**src/rtl/mole_pkg.sv**
```systemverilog
// Shared types, widths and defaults for the whack-a-mole scoring block.
package mole_pkg;

   typedef enum logic [1:0] {
      IDLE      = 2'd0,
      PLAY      = 2'd1,
      GAME_OVER = 2'd2
   } state_t;

   localparam int unsigned NUM_MOLES = 10;
   localparam int unsigned SCORE_W   = 16;
   localparam int unsigned CNT_W     = 8;
   localparam int unsigned COUNT_W   = 28;
   localparam int unsigned ROUND_W   = 5;
   localparam int unsigned POP_W     = 4;

   localparam int unsigned DEF_ROUND_TICKS = 50_000_000;
   localparam int unsigned DEF_QUICK_TICKS = 20_000_000;
   localparam int unsigned DEF_ROUNDS      = 30;

   // Event counter add that sticks at all-ones instead of wrapping.
   function automatic logic [CNT_W-1:0] sat_add_cnt(input logic [CNT_W-1:0] a,
                                                    input logic [POP_W-1:0] b);
      logic [CNT_W:0] s;
      s = (CNT_W+1)'(a) + (CNT_W+1)'(b);
      return s[CNT_W] ? {CNT_W{1'b1}} : s[CNT_W-1:0];
   endfunction

endpackage

```
**src/rtl/mole_popcount.sv**
```systemverilog
// Combinational population count of a mole-wide vector.
module mole_popcount
   import mole_pkg::*;
(
   input  logic [NUM_MOLES-1:0] vec,
   output logic [POP_W-1:0]     cnt
);

   always_comb begin
      cnt = '0;
      for (int i = 0; i < NUM_MOLES; i++) begin
         cnt = cnt + POP_W'(vec[i]);
      end
   end

endmodule

```
**src/rtl/mole_scorer.sv**
```systemverilog
// Whack-a-mole scorer: hits, misses, escapes, rounds and saturating score.
// Optional build macro MOLE_MISS_PENALTY_EN makes each miss cost one point.
module mole_scorer
   import mole_pkg::*;
#(
   parameter int unsigned ROUND_TICKS = DEF_ROUND_TICKS,
   parameter int unsigned QUICK_TICKS = DEF_QUICK_TICKS,
   parameter int unsigned ROUNDS      = DEF_ROUNDS
) (
   input  logic                 clk,
   input  logic                 rst,
   input  logic                 start,
   input  logic [COUNT_W-1:0]   count,
   input  logic [NUM_MOLES-1:0] moles,
   input  logic [NUM_MOLES-1:0] switch,
   output logic [SCORE_W-1:0]   score,
   output logic [CNT_W-1:0]     hits,
   output logic [CNT_W-1:0]     misses,
   output logic [CNT_W-1:0]     escapes,
   output logic [ROUND_W-1:0]   round,
   output logic                 hit_pulse,
   output logic                 game_over
);

   localparam int unsigned SUM_W = SCORE_W + 2;
   localparam logic [SUM_W-1:0] SCORE_MAX = SUM_W'((2 ** SCORE_W) - 1);

   state_t                 state;
   logic [NUM_MOLES-1:0]   switch_q;
   logic [NUM_MOLES-1:0]   whacked;
   logic [NUM_MOLES-1:0]   toggle;
   logic [NUM_MOLES-1:0]   live;
   logic [NUM_MOLES-1:0]   hit_vec;
   logic [NUM_MOLES-1:0]   miss_vec;
   logic [NUM_MOLES-1:0]   esc_vec;
   logic [POP_W-1:0]       hit_cnt;
   logic [POP_W-1:0]       miss_cnt;
   logic [POP_W-1:0]       esc_cnt;
   logic                   boundary;
   logic                   quick;
   logic [ROUND_W-1:0]     round_nx;
   logic [SUM_W-1:0]       gain;
   logic [SCORE_W-1:0]     score_nx;

   mole_popcount u_pop_hit  (.vec(hit_vec),  .cnt(hit_cnt));
   mole_popcount u_pop_miss (.vec(miss_vec), .cnt(miss_cnt));
   mole_popcount u_pop_esc  (.vec(esc_vec),  .cnt(esc_cnt));

   // Per-cycle whack classification and next score.
   always_comb begin
      toggle   = switch ^ switch_q;
      live     = moles & ~whacked;
      hit_vec  = toggle & live;
      miss_vec = toggle & ~live;
      esc_vec  = live & ~hit_vec;
      boundary = (count == COUNT_W'(ROUND_TICKS));
      quick    = (count < COUNT_W'(QUICK_TICKS));
      round_nx = round + ROUND_W'(1);
      gain     = SUM_W'(score) + (quick ? (SUM_W'(hit_cnt) << 1) : SUM_W'(hit_cnt));
      score_nx = score;
`ifdef MOLE_MISS_PENALTY_EN
      if (gain < SUM_W'(miss_cnt)) begin
         score_nx = '0;
      end else if ((gain - SUM_W'(miss_cnt)) > SCORE_MAX) begin
         score_nx = {SCORE_W{1'b1}};
      end else begin
         score_nx = SCORE_W'(gain - SUM_W'(miss_cnt));
      end
`else
      score_nx = (gain > SCORE_MAX) ? {SCORE_W{1'b1}} : SCORE_W'(gain);
`endif
   end

   always_ff @(posedge clk) begin
      // Tracked in every state so that no stale toggle appears on entering PLAY.
      switch_q <= switch;
      if (!rst) begin
         state     <= IDLE;
         score     <= '0;
         hits      <= '0;
         misses    <= '0;
         escapes   <= '0;
         round     <= '0;
         whacked   <= '0;
         hit_pulse <= 1'b0;
         game_over <= 1'b0;
      end else begin
         hit_pulse <= 1'b0;
         case (state)
            IDLE, GAME_OVER: begin
               if (start) begin
                  state     <= PLAY;
                  score     <= '0;
                  hits      <= '0;
                  misses    <= '0;
                  escapes   <= '0;
                  round     <= '0;
                  whacked   <= '0;
                  game_over <= 1'b0;
               end
            end
            PLAY: begin
               hit_pulse <= |hit_vec;
               score     <= score_nx;
               hits      <= sat_add_cnt(hits, hit_cnt);
               misses    <= sat_add_cnt(misses, miss_cnt);
               if (boundary) begin
                  escapes <= sat_add_cnt(escapes, esc_cnt);
                  whacked <= '0;
                  round   <= round_nx;
                  if (round_nx == ROUND_W'(ROUNDS)) begin
                     state     <= GAME_OVER;
                     game_over <= 1'b1;
                  end
               end else begin
                  whacked <= whacked | hit_vec;
               end
            end
            default: state <= IDLE;
         endcase
      end
   end

endmodule

```
**config.mk**
```make
export PLATFORM = sky130hd
export DESIGN_NAME = mole_scorer
export DESIGN_NICKNAME = d
export VERILOG_FILES = /design/src/rtl/mole_pkg.sv /design/src/rtl/mole_popcount.sv /design/src/rtl/mole_scorer.sv
export SDC_FILE = /design/constraint.sdc
export NUM_CORES = 1
export LEC_CHECK = 0
export BUFFER_PORTS_ARGS = -buffer_cell sky130_fd_sc_hd__buf_2
export CAP_MARGIN = 10
export CORE_MARGIN = 2
export CORE_UTILIZATION = 39
export DETAILED_ROUTE_END_ITERATION = 6
export PLACE_DENSITY = 0.59
export SKIP_LAST_GASP = 1
export SYNTH_ARGS = -nofsm -noshare
export SYNTH_HDL_FRONTEND = slang
export SYNTH_HIERARCHICAL = 1
export SYNTH_SLANG_ARGS = --single-unit
```
**constraint.sdc**
```tcl
create_clock -name clk -period 8.2 [get_ports clk]
set_input_delay 1.64 -clock clk [delete_from_list [all_inputs] [get_ports clk]]
set_output_delay 1.64 -clock clk [all_outputs]
set_load 0.1 [all_outputs]
```
==> qor.yml <==
yosys:
  post-synth-top-area-fraction_pct: 30.0
  synth-main-ff-cell: "dfxtp_1"
  syn-instance-count: 557
  synth.net_count: 656
  synth-edff-count: 0
  netlist.top_cell.by_area: "dfxtp_1"
  async_flop_share_pct: 0
  post_synth_main_area_contributors: "dfxtp_1, fa_1, ha_1"
  synth_sequential_area_ratio_pct: 30.0
  netlist_area_mm2: 0.00461
  yosysUniqueCellTypes: 59
  syn_area_per_cell_um2: 8.27
  ys_seq_elements: 69
  yosysWarningCount: 6
power_and_ir_drop:
  peakVddDrop_mv: 0.128
  power.density_cell_area_mw_per_mm2: 221
  power.leakage_uw: 0.00251
timing:
  grt_setup_unrepaired: "no"
  layout_worst_path_cycle_share_pct: 80.4
  slew_viol_final: 0
  worst_slew_margin_rel_pct: 36.9
  maxClockFrequency_mhz: 152
  fin_setup_tns_ns: 0
  worstMarginPinSlew_ns: 0.944
  timing.final.hold_violations: 0
  final.setup_skew_ns: 0.00630
  layout_min_cycle_time_ns: 6.60
  report.final.setup_viol: 0
die:
  std_cell_rows: 39
  floorplan.die.height_um: 113
  fp.dieArea_mm2: 0.0127
  floorplan.io_pins: 98
  initial_cell_density_of_the_core_pct: 40.2
  core_region_area_mm2: 0.0115
  die_w_um: 113
drt:
  drt_pre_antenna_iters: 5
  wl_met3_um: 675
  topRoutingLayerUsed: "met4"
  routed_via_density: 5.30
  detailroute.wirelength.met2_mm: 5.19
  dr_drc_count: 0
  drt-met1-wl_mm: 5.35
  final_routed_wire_length_divided_by_cell_count_um: 14.3
  final_routed_wirelength_mm: 11.4
  num_vias: 4240
  drt_iter0_drc: 154
  final_antenna_net_count: 0
critical_path:
  critPathTopFamily: "adder cells"
  critical_path.most_common_cell: "inv_1"
  worstPathMaxFanout: 8
  critical_path_arrival_ns: 6.88
  worst-setup-path-type: "in2reg"
  r2r_setup_slack_ns: 2.69
  slowest_stage: "fa_1"
  setup.worst_path.start_class: "input pin"
  end_kind: "flip-flop"
  crit_buf_inv: 7
  worstRegToRegCells: 20
  critical_path_depth: 21
  worstPathCellList: "buf_2, xnor2_1, nor3b_1, inv_1, fa_1, inv_1, fa_1, inv_1, fa_1, inv_1, ha_1, inv_1, fa_1, inv_1, mux2_2, fa_1, a32o_1, o31a_1, and2_1, a2111oi_0, o22a_1"
  worst_ep_required_time_ns: 8.49
  critical_path.max_stage_delay_ns: 0.56
min_path:
  worst_hold_path_depth: 2
  min_path_type: "reg2reg"
clock_tree:
  cts-hold-fix-buffers: 0
  root_buffer: "clkbuf_16"
  cts_tree: "done"
  ctsResizeCount: 0
  cts_inserted_buffers: 9
  cts_num_sinks: 69
  clk_path_buf_depth: 2
  cts.clk_slew.worst_paths_ns: 0.05
  cts.repair_timing.setup_buffer_count: 0
  clock_latency_ns: 0.35
  h-tree-depth: 3
global_routing:
  track_usage_pct: 18.7
  first_pass_grt_wire_length_mm: 19.1
  number_of_antenna_violations_at_the_first_check_in_global_routing: 0
  grt.overflow.total: 0
  first_global_vias: 3958
  grt_max_degree: 35
placed_design:
  portBuffers: 97
  routability_congestion: 0.794
  hpwl_mm: 8.79
cells_and_area:
  antennaDiodeCount: 0
  layout_commonest_cell: "buf_2"
  fillers: 1095
  synthToLayoutAreaGrowth_pct: 20.3
  post_route_cells_drive_above_1_share_pct: 19.0
  finish.utilization_pct: 48.3
  layout_common_cells: "buf_2, inv_1, dfxtp_1"
  nNetsFinal: 751
job:
  cap_violations: 0
status:
  outcome: "completed"
## worst reg2reg max path, delay by kind of cell (launching register included)
family                     cells  cell delay [ns]
and+or+nand+nor                2             0.56
AOI/OAI and AO/OA              4             1.19
buffers and inverters          6             0.42
muxes                          1             0.29
DFF                            1             0.31
xor gates and xnor gates       1             0.15
adders and majority gates      6             2.54
## stage by stage
| step | hold WS [ns] | instance area, µm² | total power, µW | std cells | setup slack, ns |
|---|---|---|---|---|---|
| floorplan | 0.443 | 4610 | 720 | 557 | 1.65 |
| global placement | 0.451 | 5230 | 811 | 784 | 1.32 |
| detailed placement | 0.460 | 5230 | 825 | 784 | 1.23 |
| CTS | 0.467 | 5540 | 1240 | 800 | 1.58 |
| global route | 0.488 | 5540 | 1310 | 800 | 1.23 |
| finish | 0.465 | 5540 | 1230 | 800 | 1.60 |
## per-layer routing
metal | global-route usage (%) | vias to the layer above
li1 | - | 2134
met5 | 0 | -
met1 | 25.6 | 1980
met2 | 28.7 | 115
met3 | 3.29 | 11
met4 | 8.78 | 0
## final timing paths
kind,start,end
max,switch[5],score[12]$_SDFFE_PN0P_
min,hits[3]$_SDFFE_PN0P_,hits[3]$_SDFFE_PN0P_
max reg2reg,switch_q[5]$_DFF_P_,score[12]$_SDFFE_PN0P_
min reg2reg,hits[3]$_SDFFE_PN0P_,hits[3]$_SDFFE_PN0P_
## registers in the layout (all words and copies together) (netlist names)
| register | flops |
|---|---|
| score | 16 |
| switch_q | 10 |
| whacked | 10 |
| escapes | 8 |
| hits | 8 |
| misses | 8 |
| round | 5 |
| state | 2 |
| game_over | 1 |
| hit_pulse | 1 |
## synthesized netlist by cell type, drive strengths merged, types with 2 or more instances
cell and instances:
a21oi 48, a31oi 8, xnor2 16, inv 76
o31ai 4, nand2b 8, nor4 5, xor2 7
nor3 7, dfxtp 69, a21o 5, a41oi 2
nor2 23, o2bb2ai 3, a21boi 5, o21ai 29
or2 3, nand3 27, o211ai 6, and3b 2
ha 26, o22ai 3, and3 16, and2 4
nand4 7, nand2 46, o311ai 4, mux2 3
a211oi 5, clkbuf 14, o22a 3, nor2b 8
or3 4, nor3b 15, or4 5, fa 22
o21bai 2, o21a 2
## layout make-up
cell class / instances / area, µm² / share of cell area [%]
multi-input combinational: 397 / 2880 / 52.0
inverter: 76 / 285 / 5.15
clock buffer: 13 / 270 / 4.88
sequential: 69 / 1380 / 24.9
timing repair buffer: 99 / 500 / 9.03
clock inverter: 3 / 42.5 / 0.768
tap: 143 / 179 / 3.23
## logic make-up after synthesis
logic type / after synthesis / synth area share, %
and+or+nand+nor: 186 / 22.3
AOI/OAI and AO/OA: 137 / 18.5
buffers and inverters: 91 / 7.44
DFF: 69 / 30.0
adders and majority gates: 48 / 16.6
xor gates and xnor gates: 23 / 4.37
muxes: 3 / 0.733
## power breakdown
group          internal [µW]  switching [µW]  total, µW
clock network            260             150        410
logic                    162             288        450
registers                351            14.0        365
total                    773             453       1230
(Power assumes the default switching activity.)
